==> src/rtl/sig_pkg.sv <==
// Shared types, widths and the observation-bus scramble for the signature compactor.
package sig_pkg;

   localparam int SIG_W  = 16;
   localparam int STIM_W = 8;

   typedef enum logic [1:0] {
      IDLE = 2'd0,
      RUN  = 2'd1,
      DONE = 2'd2
   } state_t;

   // XOR-fold of every processor observation bus plus the run seed into one byte.
   function automatic logic [7:0] scramble(
      input logic [7:0] seed,
      input logic [3:0] o_reg,
      input logic [3:0] m,
      input logic [3:0] x0,
      input logic [3:0] x1,
      input logic [3:0] y0,
      input logic [3:0] y1,
      input logic [3:0] r,
      input logic       zero_flag,
      input logic [7:0] ir,
      input logic [7:0] pc,
      input logic [7:0] pm_address,
      input logic [7:0] from_ps,
      input logic [7:0] from_id,
      input logic [7:0] from_cu
   );
      return seed ^ {m, o_reg} ^ {x1, x0} ^ {y1, y0} ^ {3'b000, zero_flag, r}
           ^ ir ^ pc ^ pm_address ^ from_ps ^ from_id ^ from_cu;
   endfunction

endpackage

==> src/rtl/sig_next_calc.sv <==
// Next-signature datapath: 8-bit add of the scramble into the low byte, then a
// one-bit left shift in which bit 15 wraps into bit 0.
module sig_next_calc
   import sig_pkg::*;
(
   input  logic [SIG_W-1:0] signature,
   input  logic [7:0]       scr,
   output logic [SIG_W-1:0] next_sig
);

   logic [7:0] add;

   assign add      = signature[7:0] + scr;
   assign next_sig = {signature[14:8], add, signature[15]};

endmodule

==> src/rtl/signature_compactor.sv <==
// Stimulus counter plus signature accumulator wrapped around the processor under test;
// freezes the signature at terminal count and reports pass/fail against expected_sig.
//
//   state | meaning
//   IDLE  | waiting for start; stimulus and signature hold
//   RUN   | one accumulation and counter step per clock until terminal count
//   DONE  | signature, stimulus and pass frozen until start
module signature_compactor
   import sig_pkg::*;
#(
   parameter logic [STIM_W-1:0] TERMINAL_COUNT = 8'hFF,
   parameter bit                AUTO_START     = 1'b1
) (
   input  logic              clk,
   input  logic              reset,
   input  logic              start,
   input  logic [7:0]        seed,
   input  logic [SIG_W-1:0]  expected_sig,
   input  logic [3:0]        o_reg,
   input  logic [3:0]        m,
   input  logic [3:0]        x0,
   input  logic [3:0]        x1,
   input  logic [3:0]        y0,
   input  logic [3:0]        y1,
   input  logic [3:0]        r,
   input  logic              zero_flag,
   input  logic [7:0]        ir,
   input  logic [7:0]        pc,
   input  logic [7:0]        pm_address,
   input  logic [7:0]        from_PS,
   input  logic [7:0]        from_ID,
   input  logic [7:0]        from_CU,
   output logic [STIM_W-1:0] stimulus,
   output logic [SIG_W-1:0]  signature,
   output logic              busy,
   output logic              done,
   output logic              pass
);

   localparam state_t RESET_STATE = AUTO_START ? RUN : IDLE;

   state_t              state_q, state_d;
   logic [STIM_W-1:0]   stim_d;
   logic [SIG_W-1:0]    sig_d;
   logic                pass_d;
   logic [7:0]          scr;
   logic [SIG_W-1:0]    next_sig;

   assign scr = scramble(seed, o_reg, m, x0, x1, y0, y1, r, zero_flag,
                         ir, pc, pm_address, from_PS, from_ID, from_CU);

   sig_next_calc u_next (
      .signature (signature),
      .scr       (scr),
      .next_sig  (next_sig)
   );

   always_ff @(posedge clk) begin
      if (reset) begin
         state_q   <= RESET_STATE;
         stimulus  <= '0;
         signature <= '0;
         pass      <= 1'b0;
      end else begin
         state_q   <= state_d;
         stimulus  <= stim_d;
         signature <= sig_d;
         pass      <= pass_d;
      end
   end

   always_comb begin
      state_d = state_q;
      stim_d  = stimulus;
      sig_d   = signature;
      pass_d  = pass;
      case (state_q)
         IDLE: begin
            if (start) begin
               stim_d  = '0;
               sig_d   = '0;
               state_d = RUN;
            end
         end
         RUN: begin
            if (stimulus != TERMINAL_COUNT) begin
               sig_d  = next_sig;
               stim_d = stimulus + STIM_W'(1);
            end else begin
               state_d = DONE;
               pass_d  = (signature == expected_sig);
            end
         end
         DONE: begin
            if (start) begin
               stim_d  = '0;
               sig_d   = '0;
               pass_d  = 1'b0;
               state_d = RUN;
            end
         end
         default: begin
            state_d = IDLE;
            pass_d  = 1'b0;
         end
      endcase
   end

   assign busy = (state_q == RUN);
   assign done = (state_q == DONE);

endmodule

==> config.mk <==
export PLATFORM = sky130hd
export DESIGN_NAME = signature_compactor
export DESIGN_NICKNAME = d
export VERILOG_FILES = /design/src/rtl/sig_pkg.sv /design/src/rtl/sig_next_calc.sv /design/src/rtl/signature_compactor.sv
export SDC_FILE = /design/constraint.sdc
export NUM_CORES = 1
export LEC_CHECK = 0
export CAP_MARGIN = 10
export CORE_MARGIN = 5
export CORE_UTILIZATION = 30
export CTS_CLUSTER_DIAMETER = 80
export CTS_CLUSTER_SIZE = 24
export DETAILED_ROUTE_END_ITERATION = 12
export GPL_TIMING_DRIVEN = 1
export PLACE_DENSITY = 0.71
export SYNTH_ARGS = -nofsm -noshare
export SYNTH_HDL_FRONTEND = slang
export SYNTH_HIERARCHICAL = 1
export SYNTH_SLANG_ARGS = --single-unit
==> constraint.sdc <==
create_clock -name clk -period 3.1 [get_ports clk]
set_input_delay 0.62 -clock clk [delete_from_list [all_inputs] [get_ports clk]]
set_output_delay 0.62 -clock clk [all_outputs]
set_load 0.005 [all_outputs]
==> summary.txt <==
Run status
  – Status: completed

Synth
  – Warnings from Yosys: 6
  – Seq/Total Area, Yosys: 23.35%
  – EDFF count, synth: 0
  – Syn_area_per_cell: 9.605 um^2
  – Register bit total from synthesis: 27
  – Syn nets: 354
  – Async set-reset flop share out of synthesis: 0%
  – Syn Inst Count: 241
  – Number of distinct library cells after synthesis: 49
  – Post-synth top flop: dfxtp_1
  – Mapped cell area: 0.002315 mm^2

Pwr
  – Pleak: 1.324 nW
  – VDD IR max: 0.2381 mV
  – Total power per unit cell area: 470.2 mW/mm^2
  – Comb pwr share: 61.4%
  – Net Sw Frac: 35.84%
  – Clock power share: 11.3%
  – Net Sw Power: 626.5 uW
  – Pint: 1.121 mW
  – Flop pwr share: 27.3%

Worst setup path
  – Slowest cell delay on critical path: 470 ps
  – Critical-path cell list: clkdlybuf4s50_1 > xor2_1 > xnor2_1 > xnor2_1 > xnor2_1 > ha_1 > inv_1 > fa_1 > nor2b_4 > o31a_1 > o311ai_1 > a22o_1
  – Worst R2R Start: signature[0]$_SDFFE_PP0P_
  – Worst path bufs/invs: 2
  – R2R depth: 7
  – Worst EP required: 3270 ps
  – CP Launch Type: input port
  – Worst path depth: 12
  – Crit path max-delay family: XOR/XNOR gates
  – Slowest cell on the critical path: clkdlybuf4s50_1
  – Cell mode on critical path: xnor2_1
  – Setup crit start: r[0]
  – Arrival time at the worst endpoint: 3000 ps
  – WS Path Type: in2reg
  – CP Max Fanout: 3
  – CP Capture Type: register

Floorplanning
  – Die ar.: 0.009573 mm^2
  – Rows: 32
  – Initial Util: 30.43%
  – Core area: 0.007607 mm^2
  – Die Span Y: 97.84 um
  – Ports: 131
  – DIE WIDTH: 97.84 um

Hold path
  – Hold WC Path Type: reg2reg
  – Hold path cells: 2
  – Min-delay src: pass$_SDFFE_PP0P_

Clocking
  – Post-CTS Setup Inserts: 0
  – Clk_lat worst skew: 270 ps
  – Clock transition at path regs: 90 ps
  – Cts bufs inserted: 3
  – CTS Sinks: 27
  – # H-tree levels: 1
  – CTS tree: done
  – Hold buffer count at CTS: 0
  – Resized cells post-CTS: 0
  – Clock tree buffer depth: 2
  – Root Driver: clkbuf_8

Placed design
  – PortBufs: 130
  – RD Place Congestion: 0.7285
  – Placed cells: 465
  – Hpwl dp: 5.277 mm
  – Post-Place Setup Slack: -124.8 ps
  – Placed inst area: 0.003667 mm^2

STA
  – Actual slew at the worst max-slew pin: 640.9 ps
  – FMAX: 0.3534 GHz
  – Final worst path period share: 91.29%
  – Worst slew margin: 57.13%
  – Hold Slack: 492.7 ps
  – Final setup fails: 0
  – RSZ-0062 raised after global routing: no
  – Final-report hold violation count: 0
  – Skew final: 3.685 ps
  – Final worst-path setup slack: 270.1 ps
  – Final Critical Period: 2830 ps
  – Setup total negative slack: 0 ps
  – Final Max Tran Viols: 0

Final layout
  – Fin nets: 481
  – Commonest non-fill, non-tap cells in the layout: clkdlybuf4s50_1, xnor2_1, dfxtp_1
  – Ant diodes: 0
  – Non-filler instance count after layout: 469
  – Commonest non-fill, non-tap cell in the layout: clkdlybuf4s50_1
  – Area grow syn2layout: 60.59%
  – Finished Cell Area: 0.003717 mm^2
  – Layout cells sized above 1: 5.722%

Drt
  – Drt total wl: 5.904 mm
  – Initial DRT Pass Iterations: 4
  – Vias per inst: 4.488
  – Routed wire per std cell: 12.59 um
  – Initial drt markers: 35
  – DRC viols: 0
  – Routed Antenna Nets: 0
  – Via Count: 2,105

GRT
  – First-pass GRT wire length: 9.804 mm
  – Gr usage total: 12.26%
  – Largest net degree at the start of global routing: 19
  – Initial antenna violation count: 0
  – Vias in the first global route: 2,177
  – Grt ovf: 0

Job
  – Max_cap viols: 0
## registers in the layout, summed over array words and instances (netlist names)
signal     count
pass           1
stimulus       8
state_q        2
signature     16
## metrics by stage
| step | util [%] | total power [mW] |
|---|---|---|
| 6_report | 48.87 | 1.748 |
| 5_1_grt | 48.87 | 1.900 |
| 3_3_place_gp | 48.21 | 1.539 |
| 3_5_place_dp | 48.21 | 1.567 |
| 2_1_floorplan | - | 1.186 |
| 4_1_cts | 48.80 | 1.765 |
## cells by family after synthesis
logic type	synth area share (%)
fa+ha+maj	5.189
buf+inv	5.459
mux	0.4324
flops	23.35
simple gates	12.60
compound gates	14.38
xor+xnor	38.59
## power groups by stage
stage	logic (mW)	registers [mW]	clock network, mW
global route	1.19	0.489	0.223
detailed placement	1.08	0.487	0
global placement	1.05	0.485	0
floorplan	0.717	0.469	0
finish	1.07	0.477	0.197
CTS	1.08	0.479	0.204
## routing by layer
layer,GRT usage (%),part of all wire [%]
met1,13.94,38
met2,22.04,52
met3,4.071,9.5
met4,2.982,1.0
met5,0,0
## synthesized netlist by cell type (5+ instances only)
master	instances	area (um^2)
buf_4	8	60.06
xnor2_1	78	683.2
a22o_1	14	122.6
dfxtp_1	27	540.5
a21oi_1	10	50.05
xor2_1	24	210.2
nor2_1	8	30.03
nand4_1	5	31.28
inv_1	6	22.52
ha_1	8	100.1
## layout make-up
| class | count | area (um^2) |
|---|---|---|
| fillers | 741 | 3890 |
| well taps | 102 | 127.6 |
| inverters | 8 | 35.03 |
| flip-flops and latches | 27 | 540.5 |
| multi-input cells | 196 | 1653 |
| clock buffers | 4 | 45.04 |
| repair buffers | 132 | 1316 |
## worst paths after layout
check | slack (ps) | endpoint
setup / recovery | 270 | signature[7]$_SDFFE_PP0P_
setup reg to reg | 1240 | signature[7]$_SDFFE_PP0P_
hold / removal | 490 | pass$_SDFFE_PP0P_
hold reg to reg | 490 | pass$_SDFFE_PP0P_
## tightest hold or removal path: stages (launching register included)
cell	delay, ps
dfxtp_1	320
nand2b_1	70
mux2i_1	60
No activity file was read; power rests on OpenSTA's default activity.
